**src/rtl/darwin_pkg.sv**
```systemverilog
// rtl/darwin_pkg.sv - shared constants and helpers for Darwin GACT tile FIFOs
package darwin_pkg;

  // Output buffer hides the one-cycle BRAM read: head plus one skid entry.
  localparam int unsigned OB_DEPTH = 2;
  localparam int unsigned OB_CNT_W = 2;

  function automatic int unsigned fifo_depth(input int unsigned addr_width);
    return 32'd1 << addr_width;
  endfunction

endpackage

```
**src/rtl/DP_BRAM.sv**
```systemverilog
// rtl/DP_BRAM.sv - simple dual-port block RAM, one write port and one registered read port
module DP_BRAM #(
  parameter int ADDR_WIDTH = 4,
  parameter int DATA_WIDTH = 8
) (
  input  logic                  clk,
  input  logic                  wr_en,
  input  logic [ADDR_WIDTH-1:0] waddr,
  input  logic [DATA_WIDTH-1:0] data_in,
  input  logic [ADDR_WIDTH-1:0] raddr,
  output logic [DATA_WIDTH-1:0] data_out
);

  logic [DATA_WIDTH-1:0] mem [0:(1<<ADDR_WIDTH)-1];

  // Read-first, no reset: contents and read register survive rst_n.
  always_ff @(posedge clk) begin
    if (wr_en) begin
      mem[waddr] <= data_in;
    end
    data_out <= mem[raddr];
  end

endmodule

```
**src/rtl/bram_fifo_ctrl.sv**
```systemverilog
// rtl/bram_fifo_ctrl.sv - show-ahead FIFO controller around one DP_BRAM
// Pointers and fetch logic feed a 2-entry head/skid buffer that masks the registered BRAM read.
module bram_fifo_ctrl
  import darwin_pkg::*;
#(
  parameter int ADDR_WIDTH = 4,
  parameter int DATA_WIDTH = 8,
  parameter int AF_THRESH  = 12
) (
  input  logic                  clk,
  input  logic                  rst_n,
  input  logic                  flush,
  input  logic                  in_valid,
  output logic                  in_ready,
  input  logic [DATA_WIDTH-1:0] in_data,
  output logic                  out_valid,
  input  logic                  out_ready,
  output logic [DATA_WIDTH-1:0] out_data,
  output logic [ADDR_WIDTH+1:0] level,
  output logic                  almost_full
);

  localparam int unsigned DEPTH = fifo_depth(ADDR_WIDTH);
  localparam int PW = ADDR_WIDTH + 1;
  localparam int LW = ADDR_WIDTH + 2;
  localparam logic [PW-1:0] DEPTH_C = PW'(DEPTH);
  localparam logic [LW-1:0] AF_C    = LW'(AF_THRESH);

  logic [PW-1:0]         wr_ptr_q, wr_ptr_d, rd_ptr_q, rd_ptr_d;
  logic [PW-1:0]         bram_cnt, bram_cnt_d;
  logic                  inflight_q, inflight_d;
  logic [OB_CNT_W-1:0]   ob_cnt_q, ob_cnt_d;
  logic [DATA_WIDTH-1:0] ob_head_q, ob_head_d, ob_skid_q, ob_skid_d;
  logic                  in_ready_q, in_ready_d;
  logic [LW-1:0]         level_q, level_d;
  logic                  af_q, af_d;
  logic                  push, pop, fetch;
  logic [2:0]            occ;
  logic [DATA_WIDTH-1:0] bram_rdata;

  assign out_valid   = (ob_cnt_q != '0);
  assign out_data    = ob_head_q;
  assign in_ready    = in_ready_q;
  assign level       = level_q;
  assign almost_full = af_q;

  always_comb begin
    push     = in_valid && in_ready_q && !flush;
    pop      = out_valid && out_ready;
    bram_cnt = wr_ptr_q - rd_ptr_q;
    // Only fetch when the word is guaranteed a buffer slot on return.
    occ      = 3'(ob_cnt_q) + 3'(inflight_q) - 3'(pop);
    fetch    = (bram_cnt != '0) && (occ < 3'(OB_DEPTH));

    wr_ptr_d   = wr_ptr_q + PW'(push);
    rd_ptr_d   = rd_ptr_q + PW'(fetch);
    inflight_d = fetch;
    ob_head_d  = ob_head_q;
    ob_skid_d  = ob_skid_q;
    ob_cnt_d   = ob_cnt_q;

    if (pop) begin
      ob_head_d = ob_skid_q;
      ob_cnt_d  = ob_cnt_q - 1'b1;
    end
    if (inflight_q) begin
      if (ob_cnt_d == '0) begin
        ob_head_d = bram_rdata;
      end else begin
        ob_skid_d = bram_rdata;
      end
      ob_cnt_d = ob_cnt_d + 1'b1;
    end

    if (flush) begin
      wr_ptr_d   = '0;
      rd_ptr_d   = '0;
      inflight_d = 1'b0;
      ob_cnt_d   = '0;
      ob_head_d  = '0;
    end

    bram_cnt_d = wr_ptr_d - rd_ptr_d;
    level_d    = LW'(bram_cnt_d) + LW'(inflight_d) + LW'(ob_cnt_d);
    in_ready_d = (bram_cnt_d < DEPTH_C) && !flush;
    af_d       = (level_d >= AF_C);
  end

  always_ff @(posedge clk or negedge rst_n) begin
    if (!rst_n) begin
      wr_ptr_q   <= '0;
      rd_ptr_q   <= '0;
      inflight_q <= 1'b0;
      ob_cnt_q   <= '0;
      ob_head_q  <= '0;
      ob_skid_q  <= '0;
      in_ready_q <= 1'b0;
      level_q    <= '0;
      af_q       <= 1'b0;
    end else begin
      wr_ptr_q   <= wr_ptr_d;
      rd_ptr_q   <= rd_ptr_d;
      inflight_q <= inflight_d;
      ob_cnt_q   <= ob_cnt_d;
      ob_head_q  <= ob_head_d;
      ob_skid_q  <= ob_skid_d;
      in_ready_q <= in_ready_d;
      level_q    <= level_d;
      af_q       <= af_d;
    end
  end

  DP_BRAM #(
    .ADDR_WIDTH(ADDR_WIDTH),
    .DATA_WIDTH(DATA_WIDTH)
  ) u_mem (
    .clk     (clk),
    .wr_en   (push),
    .waddr   (wr_ptr_q[ADDR_WIDTH-1:0]),
    .data_in (in_data),
    .raddr   (rd_ptr_q[ADDR_WIDTH-1:0]),
    .data_out(bram_rdata)
  );

endmodule

```
**config.mk**
```make
export PLATFORM = sky130hd
export DESIGN_NAME = bram_fifo_ctrl
export DESIGN_NICKNAME = d
export VERILOG_FILES = /design/src/rtl/darwin_pkg.sv /design/src/rtl/DP_BRAM.sv /design/src/rtl/bram_fifo_ctrl.sv
export SDC_FILE = /design/constraint.sdc
export NUM_CORES = 1
export LEC_CHECK = 0
export BUFFER_PORTS_ARGS = -buffer_cell sky130_fd_sc_hd__buf_4
export CORE_MARGIN = 2
export CORE_UTILIZATION = 60
export CTS_CLUSTER_DIAMETER = 200
export DETAILED_ROUTE_END_ITERATION = 8
export GPL_TIMING_DRIVEN = 0
export PLACE_DENSITY = 0.82
export SLEW_MARGIN = 5
export SYNTH_ARGS = -nofsm -noshare
export SYNTH_HDL_FRONTEND = slang
export SYNTH_SLANG_ARGS = --single-unit
```
**constraint.sdc**
```tcl
create_clock -name clk -period 8.7 [get_ports clk]
set_clock_uncertainty 0.05 [all_clocks]
set_input_delay 0.87 -clock clk [delete_from_list [all_inputs] [get_ports clk]]
set_output_delay 0.87 -clock clk [all_outputs]
set_load 0.05 [all_outputs]
```
==> results.json, run 1 <==
{
  "crit_family": "adder cells",
  "finalCritPeriodShare": 0.6160,
  "crit_type": "flop to flop",
  "cts_root_buf": "clkbuf_16",
  "numPortBuffers": 29,
  "grt_antenna_before_repair": 0,
  "die_h_um": 113.5,
  "synth_edf_count": 128,
  "p_switching_w": 0.0008066,
  "final_hold_viol_count": 0,
  "initial_core_util": 0.6222,
  "track_usage": 0.2408,
  "final_cell_mix": "edfxtp_1 (128), mux2i_1 (41), dfrtp_1 (37), nor2_1 (34), buf_4 (33)",
  "max-vdd-ir-drop_v": 0.0002485,
  "synthDominantCellAreaShare": 0.5342,
  "dr.pass1.iters": 5,
  "ff2ff_setup_slack_ns": 3.34,
  "critPathRequiredTime_ns": 8.99,
  "seq_power_share": 0.391,
  "crit_arrival_ns": 5.65,
  "cts.sinks": 173,
  "ctsResizeCount": 0,
  "grt_max_degree": 38,
  "max_stage_delay_ns": 0.52,
  "fin_area_sq_mm": 0.008240,
  "cts_tree": "yes",
  "switching_share": 0.3097,
  "syn_inst": 449,
  "maxCapViolations": 0,
  "fp-row-count": 39,
  "dieArea_sq_mm": 0.01288,
  "numCtsBuffers": 17,
  "status": "finished clean",
  "die_w_um": 113.5,
  "hold_buffers": 0,
  "pwr-share-clk": 0.314,
  "diodes": 0,
  "netlist_top_cells_area": "edfxtp_1 (53%), dfrtp_1 (13%), mux2i_1 (5.7%)",
  "synth-main-ff-cell": "edfxtp_1",
  "reg2reg_to": "almost_full",
  "fmax_mhz": 186.6,
  "yosysWarnings": 0,
  "wl_per_cell_um": 22.31,
  "p_comb_frac": 0.295,
  "syn_avg_cell_area_sq_um": 16.03,
  "rsz0062_at_grt": "false",
  "clk_latency_ns": 0.43,
  "async_flop_share": 0.2139,
  "relSlewSlack": 0.1799,
  "yosysSeqAreaShare": 0.6851,
  "postCtsSetupRepairBufs": 0,
  "fin_nets": 531,
  "antenna_left": 0,
  "end_kind": "flop",
  "post_dp_cell_area_sq_mm": 0.007592,
  "totalWireLength_mm": 14.57,
  "gp_congestion": 0.8349,
  "p_per_area_mw_per_mm2": 316.0,
  "dr_total_vias": 4112,
  "grt_pass1_wl_mm": 22.79,
  "grt-ovfl-total": 0,
  "crit_buf_inv": 6,
  "worstPathCellList": "inv_1 -> ha_1 -> nand2b_1 -> clkbuf_1 -> inv_1 -> ha_1 -> inv_1 -> ha_1 -> inv_1 -> fa_1 -> xnor2_1 -> and2_0 -> o31a_1 -> ha_1 -> nor2b_1 -> ha_1 -> inv_1 -> fa_1 -> ha_1 -> a21o_1 -> nand2_1 -> a21boi_0 -> a211o_1 -> a22oi_1",
  "setup_viol": 0,
  "hold_path.class": "input port to asynchronous set/reset pin",
  "drc": 0,
  "path_common_cell": "ha_1",
  "viasPerCell": 6.297,
  "syn_to_final_growth_pct": 14.52,
  "reg2reg_from": "ob_cnt_q[1]",
  "rr_worst_depth": 24,
  "drt-initial-drc-count": 343,
  "syn-num-nets": 483,
  "syn_area_sq_mm": 0.007196,
  "p_leak_nw": 3.124,
  "hpwlAfterDp_mm": 9.365,
  "period_needed_ns": 5.359,
  "slew_viol_final": 0,
  "ys_seq_elements": 173,
  "slowest_stage": "clkbuf_1",
  "pin_count": 30,
  "clk_pin_slew_ns": 0.06,
  "core_area_sq_mm": 0.01156,
  "fin_setup_tns_ns": 0,
  "clock_path_buffers": 2,
  "drive_above_1_share": 0.2000,
  "grt_pass1_vias": 4239,
  "htreeDepth": 4,
  "synth_largest_area_cell": "edfxtp_1",
  "synth_cell_types": 46,
  "internal_power_w": 0.001798,
  "mostFrequentLayoutCell": "edfxtp_1",
  "critPathLaunchType": "flop",
  "crit_fanout": 10,
  "tightest_slew_ns": 1.221
}
==> synthesized netlist by cell type, drive strengths merged, types with 2 or more instances <==
library cell and instances:
fa 4, buf 10, mux2i 41, dfrtp 37
ha 17, edfxtp 128, o21a 2, clkbuf 9
nand2b 2, xnor2 6, nor2 34, a22oi 8
nor2b 8, nand2 20, nor3 5, mux2 10
dfxtp 8, a211oi 8, nand3 5, xor2 5
mux4 16, inv 18, and2 4, a21o 3
o21ai 9, a21oi 3, nand3b 2, a221oi 16
==> area by class of cell <==
cell class                 count  area [sq um]
multi-input combinational    239          2106
timing repair buffer          29         217.7
buffer                        19         97.59
clock inverter                15         217.7
clock buffer                  17         425.4
tap                          143         178.9
sequential                   173          4930
fill                         689          3324
inverter                      18         67.56
==> worst max path at each step <==
stage	startpoint	endpoint	slack [ns]	cells after the start
floorplan	out_ready	almost_full	3.74	22
global placement	out_ready	almost_full	3.26	23
detailed placement	out_ready	almost_full	3.15	23
CTS	ob_cnt_q[1]	almost_full	3.29	24
global route	ob_cnt_q[1]	almost_full	2.95	24
finish	ob_cnt_q[1]	almost_full	3.34	24
==> per-stage QoR <==
step,hold WS [ns],power (W),worst slack (ns),instances,util
final,0.3519,0.002604,3.341,653,0.7125
after global routing,0.3909,0.002712,2.949,653,0.7125
after CTS,0.3542,0.002612,3.288,653,0.7121
after detailed placement,0.4296,0.001783,3.151,621,0.6565
after global placement,0.4238,0.001756,3.264,621,0.6565
after floorplan,0.4133,0.001581,3.736,449,-
==> sequential cells by signal, indices dropped and copies added, names as in the netlist <==
name / count
almost_full: 1
in_ready: 1
inflight_q: 1
level: 6
ob_cnt_q: 2
ob_skid_q: 8
out_data: 8
rd_ptr_q: 5
u_mem.data_out: 8
u_mem.mem: 128
wr_ptr_q: 5
==> layer usage <==
metal / routed length [um] / GRT usage
met4: 362 / 0.1049
met2: 7374 / 0.3928
met3: 1118 / 0.04623
met5: 0 / 0
met1: 5711 / 0.3223
==> kinds of logic (layout without fill, tap and decap cells) <==
family                     after synthesis  in the layout  share of synthesized area
AOI/OAI and AO/OA                       55             55                    0.05686
xor gates and xnor gates                12             12                    0.01669
adders and majority gates               21             21                    0.04069
buffers and inverters                   37             98                    0.02295
DFF                                    173            173                     0.6851
muxes                                   67             67                     0.1233
and+or+nand+nor                         84             84                    0.05443
==> power groups by stage <==
stage	Clock (W)	Sequential (W)	Combinational (W)
floorplan	0	0.00113	0.000455
global placement	0	0.00103	0.000727
detailed placement	0	0.00103	0.000750
CTS	0.000824	0.00102	0.000770
global route	0.000856	0.00103	0.000830
finish	0.000818	0.00102	0.000768
Power figures use the tool's default switching activity.
==> inputs of run 2 (changes only) <==
Settings changed: CORE_UTILIZATION 60 to 55, PLACE_DENSITY 0.82 to 0.79.
Clock period 8.7 ns to 4.6 ns, I/O delays scaled along.
==> results.json, run 2 (synthesis results as in run 1) <==
{
  "final_util": 0.6602,
  "setup_viol": 0,
  "cts_tree": "yes",
  "relSlewSlack": 0.1698,
  "htreeDepth": 4,
  "finalCritPeriodShare": 0.9669,
  "wl_met1_mm": 5.753,
  "fp-row-count": 41,
  "dr.pass1.iters": 5,
  "grt_max_degree": 38,
  "final_cell_mix": "edfxtp_1 (128), mux2i_1 (41), buf_4 (39), dfrtp_1 (37), nor2_1 (34)",
  "maxCapViolations": 0,
  "largest_reg_flops": 128,
  "numPortBuffers": 29,
  "clock_path_buffers": 2,
  "grt-ovfl-total": 0,
  "slew_viol_final": 0,
  "mostFrequentLayoutCell": "edfxtp_1",
  "cts_root_buf": "clkbuf_16",
  "largest-register": "u_mem.mem",
  "fin_nets": 538,
  "end_kind": "flop",
  "power.total_w": 0.004818,
  "met3WireLength_um": 803,
  "wl_per_cell_um": 19.95,
  "diodes": 0,
  "hpwlAfterDp_mm": 9.047,
  "fmax_mhz": 224.8,
  "pin_count": 30,
  "period_needed_ns": 4.448,
  "highest_layer": "met4",
  "antenna_left": 0,
  "drc": 0,
  "dr_total_vias": 3992,
  "track_usage": 0.2068,
  "crit_arrival_ns": 4.74,
  "tightest_slew_ns": 1.236,
  "drive_above_1_share": 0.2631,
  "grt_pass1_wl_mm": 21.67,
  "totalWireLength_mm": 13.75,
  "crit_fanout": 5,
  "pwr-share-clk": 0.269,
  "crit_type": "flop to flop",
  "critPathLaunchType": "flop",
  "die_w_um": 118.4,
  "met2_wirelength_mm": 7.003,
  "internal_power_w": 0.003248,
  "p_per_area_mw_per_mm2": 573.6,
  "initial_core_util": 0.5656,
  "gp_congestion": 0.8106,
  "core_area_sq_mm": 0.01272,
  "max-vdd-ir-drop_v": 0.0004317,
  "final_hold_viol_count": 0,
  "p_leak_nw": 3.129,
  "p_switching_w": 0.001570,
  "seq_power_share": 0.400,
  "drt-initial-drc-count": 270,
  "critPathRequiredTime_ns": 4.89,
  "grt_pass1_vias": 4043,
  "viasPerCell": 5.794,
  "switching_share": 0.3259,
  "clk_latency_ns": 0.43,
  "p_comb_frac": 0.331,
  "grt_antenna_before_repair": 0,
  "hold_path.class": "input port to flop",
  "syn_to_final_growth_pct": 16.73,
  "status": "finished clean",
  "cts.sinks": 173,
  "numCtsBuffers": 17,
  "dieArea_sq_mm": 0.01401,
  "die_h_um": 118.4,
  "clk_pin_slew_ns": 0.07
}
run 2: power groups by stage:
stage / clock network, W / logic (W) / registers [W]
after detailed placement: 0 / 0.00142 / 0.00195
final: 0.00130 / 0.00159 / 0.00193
after floorplan: 0 / 0.000861 / 0.00213
after global routing: 0.00138 / 0.00174 / 0.00194
after CTS: 0.00132 / 0.00150 / 0.00192
after global placement: 0 / 0.00138 / 0.00195
run 2: per-layer routing:
metal,track usage,up-vias
li1,-,1823
met1,0.2725,2014
met2,0.3338,145
met3,0.05647,10
met4,0.07366,0
met5,0,-
run 2: area by class of cell:
type	count	area, sq um
flip-flops and latches	173	4930
fillers	872	4323
multi-input cells	239	2268
clock buffers	18	429.2
repair buffers	36	272.8
well taps	172	215.2
clock inverters	14	108.9
plain buffers	19	107.6
inverters	18	67.56
run 2: timing repair:
item,4_1_cts,5_1_grt
gates resized for setup,12,22
endpoints found under the setup margin,5,5
hold endpoints to repair,37,0
hold buffers,1,0
buffers inserted,4,2
pin swaps,2,12
run 2: worst max-delay path: stages (launching register included):
cell      delay [ns]
dfrtp_1         0.38
inv_1           0.10
ha_4            0.14
nand2b_4        0.12
clkbuf_8        0.12
inv_2           0.04
ha_4            0.26
inv_2           0.04
ha_4            0.14
inv_2           0.05
fa_2            0.43
and2_4          0.17
o31a_1          0.12
ha_4            0.26
nor2b_4         0.15
ha_4            0.16
inv_2           0.03
fa_1            0.48
ha_1            0.32
a21o_1          0.19
nand2_2         0.11
nor2_1          0.05
a211o_1         0.30
a22oi_2         0.15
run 2: final timing paths:
path | startpoint | endpoint | slack, ns | cells past startpoint
min in group asynchronous | rst_n | out_data[2] | 0.49 | 2
worst min register to register | u_mem.data_out[4] | out_data[4] | 0.44 | 2
worst max-delay path | ob_cnt_q[1] | almost_full | 0.15 | 23
worst min-delay path | in_data[7] | u_mem.mem[2][7] | 0.29 | 1
max in group asynchronous | rst_n | rd_ptr_q[1] | 3.66 | 2
worst max register to register | ob_cnt_q[1] | almost_full | 0.15 | 23
run 2: metrics by stage:
stage	cell area (sq um)	cells	setup slack, ns	TNS, ns	hold WS [ns]
detailed placement	7630	650	-0.4542	-1.095	0.4069
CTS	8257	687	0.007589	0	0.2736
global route	8399	689	-0.002154	-0.002154	0.2964
floorplan	7197	449	0.04315	0	0.1144
finish	8399	689	0.1524	0	0.2947
global placement	7630	650	-0.3306	-0.6573	0.3946
==> inputs of run 3 (changes only) <==
Settings changed: CTS_BUF_LIST set to sky130_fd_sc_hd__clkbuf_16.
Clock period 4.6 ns to 4.05 ns, I/O delays scaled along.
==> results.json, run 3 (synthesis results as in run 1) <==
{
  "crit_fanout": 5,
  "largest-register": "u_mem.mem",
  "totalWireLength_mm": 15.03,
  "dieArea_sq_mm": 0.01401,
  "clk_pin_slew_ns": 0.07,
  "max-vdd-ir-drop_v": 0.0004836,
  "crit_type": "flop to flop",
  "finalCritPeriodShare": 1.047,
  "wl_per_cell_um": 21.50,
  "core_area_sq_mm": 0.01272,
  "slew_viol_final": 0,
  "grt_max_degree": 38,
  "maxCapViolations": 0,
  "status": "complete, but fails checks",
  "path_common_cell": "ha_4",
  "worstPathCellList": "inv_2 -> ha_4 -> nand2b_4 -> inv_4 -> ha_4 -> inv_2 -> ha_4 -> inv_2 -> fa_2 -> and2_4 -> o31a_1 -> ha_4 -> nor2b_4 -> ha_4 -> inv_4 -> fa_2 -> ha_4 -> a21o_1 -> nand2_2 -> a21boi_2 -> a211o_1 -> a22oi_1",
  "numCtsBuffers": 17,
  "viasPerCell": 5.963,
  "syn_to_final_growth_pct": 18.38,
  "setup_slack_ns": -0.1888,
  "tightest_slew_ns": 1.259,
  "crit_arrival_ns": 4.54,
  "critPathLaunchType": "flop",
  "fin_setup_tns_ns": -0.3638,
  "holdWs_ns": 0.2409,
  "post-place-ws_ns": -0.5761,
  "slowest_stage": "fa_2",
  "relSlewSlack": 0.1541,
  "numPortBuffers": 29,
  "end_kind": "flop",
  "p_per_area_mw_per_mm2": 672.0,
  "track_usage": 0.2251,
  "critPathRequiredTime_ns": 4.35,
  "grt_antenna_before_repair": 0,
  "drc": 0,
  "clock_path_buffers": 2,
  "htreeDepth": 4,
  "reg2reg_from": "ob_cnt_q[0]",
  "die_w_um": 118.4,
  "hold_path.class": "input port to flop",
  "rsz0062_at_grt": "true",
  "clk_latency_ns": 0.43,
  "fmax_mhz": 235.9,
  "diodes": 0,
  "largest_reg_flops": 128,
  "dr.pass1.iters": 5,
  "p_leak_nw": 3.169,
  "drive_above_1_share": 0.2903,
  "fin_nets": 548,
  "period_needed_ns": 4.239,
  "initial_core_util": 0.5656,
  "mostFrequentLayoutCell": "edfxtp_1",
  "cts_tree": "yes",
  "gp_congestion": 0.8150,
  "drt-initial-drc-count": 325,
  "grt_pass1_vias": 4252,
  "violations": "setup timing",
  "cts.sinks": 173,
  "final_hold_viol_count": 0,
  "fp-row-count": 41,
  "startpoint": "ob_cnt_q[0]",
  "grt_pass1_wl_mm": 23.45,
  "hpwlAfterDp_mm": 9.577,
  "min-delay-start": "in_data[4]",
  "grt-ovfl-total": 0,
  "cts_root_buf": "clkbuf_16",
  "max_stage_delay_ns": 0.51,
  "die_h_um": 118.4,
  "setup_viol": 3,
  "dr_total_vias": 4168,
  "power.total_w": 0.005724,
  "pin_count": 30,
  "final_cell_mix": "edfxtp_1 (128), buf_4 (48), mux2i_1 (41), dfrtp_1 (37), nor2_1 (34)",
  "antenna_left": 0
}
-- run 3: power breakdown --
part	leakage (nW)	internal, W	switching (W)
sequential	1.70	0.00209	0.000101
combinational	1.21	0.000933	0.00109
clock	0.258	0.000840	0.000667
-- run 3: worst max-delay path: cells and delay by family, from the launching register on --
family | cells | cell delay [ns]
AOI/OAI and AO/OA | 5 | 0.85
buffers and inverters | 5 | 0.26
adders and majority gates | 8 | 2.13
and+or+nand+nor | 4 | 0.50
DFF | 1 | 0.37
-- run 3: stage by stage --
step	std cells	util	area (sq um)
after floorplan	449	-	7295
after global placement	650	0.6074	7727
after detailed placement	650	0.6074	7727
after CTS	693	0.6626	8429
after global routing	699	0.6696	8518
final	699	0.6696	8518
-- run 3: layer usage --
layer  vias up  wire length [um]  share of wire  track usage
met1      2128              6089           0.41       0.2910
met2       156              7702           0.51       0.3696
met3        37               821          0.055      0.05212
li1       1847                 -              -            -
met5         -                 0              0            0
met4         0               416          0.028      0.09375
-- run 3: repair_timing --
action,4_1_cts,5_1_grt
endpoints found under the hold margin,37,0
setup buffers,11,8
pin swaps,8,8
gates resized for setup,13,9
endpoints found under the setup margin,7,6
hold buffers,1,0
-- run 3: final cells by class --
cell class | instances | area [sq um]
Sequential cell | 173 | 4930
Tap cell | 172 | 215.2
Multi-Input combinational cell | 239 | 2293
Timing Repair Buffer | 47 | 362.8
Clock buffer | 17 | 425.4
Fill cell | 866 | 4204
Inverter | 18 | 72.57
Clock inverter | 15 | 122.6
Buffer | 18 | 96.34
-- run 3: final timing paths --
kind / slack, ns / cells past startpoint / endpoint
max: -0.19 / 22 / almost_full
min: 0.24 / 1 / u_mem.mem[13][4]
max reg2reg: -0.19 / 22 / almost_full
min reg2reg: 0.44 / 1 / ob_skid_q[5]
max in group asynchronous: 3.17 / 2 / wr_ptr_q[0]
min in group asynchronous: 0.43 / 2 / out_data[2]
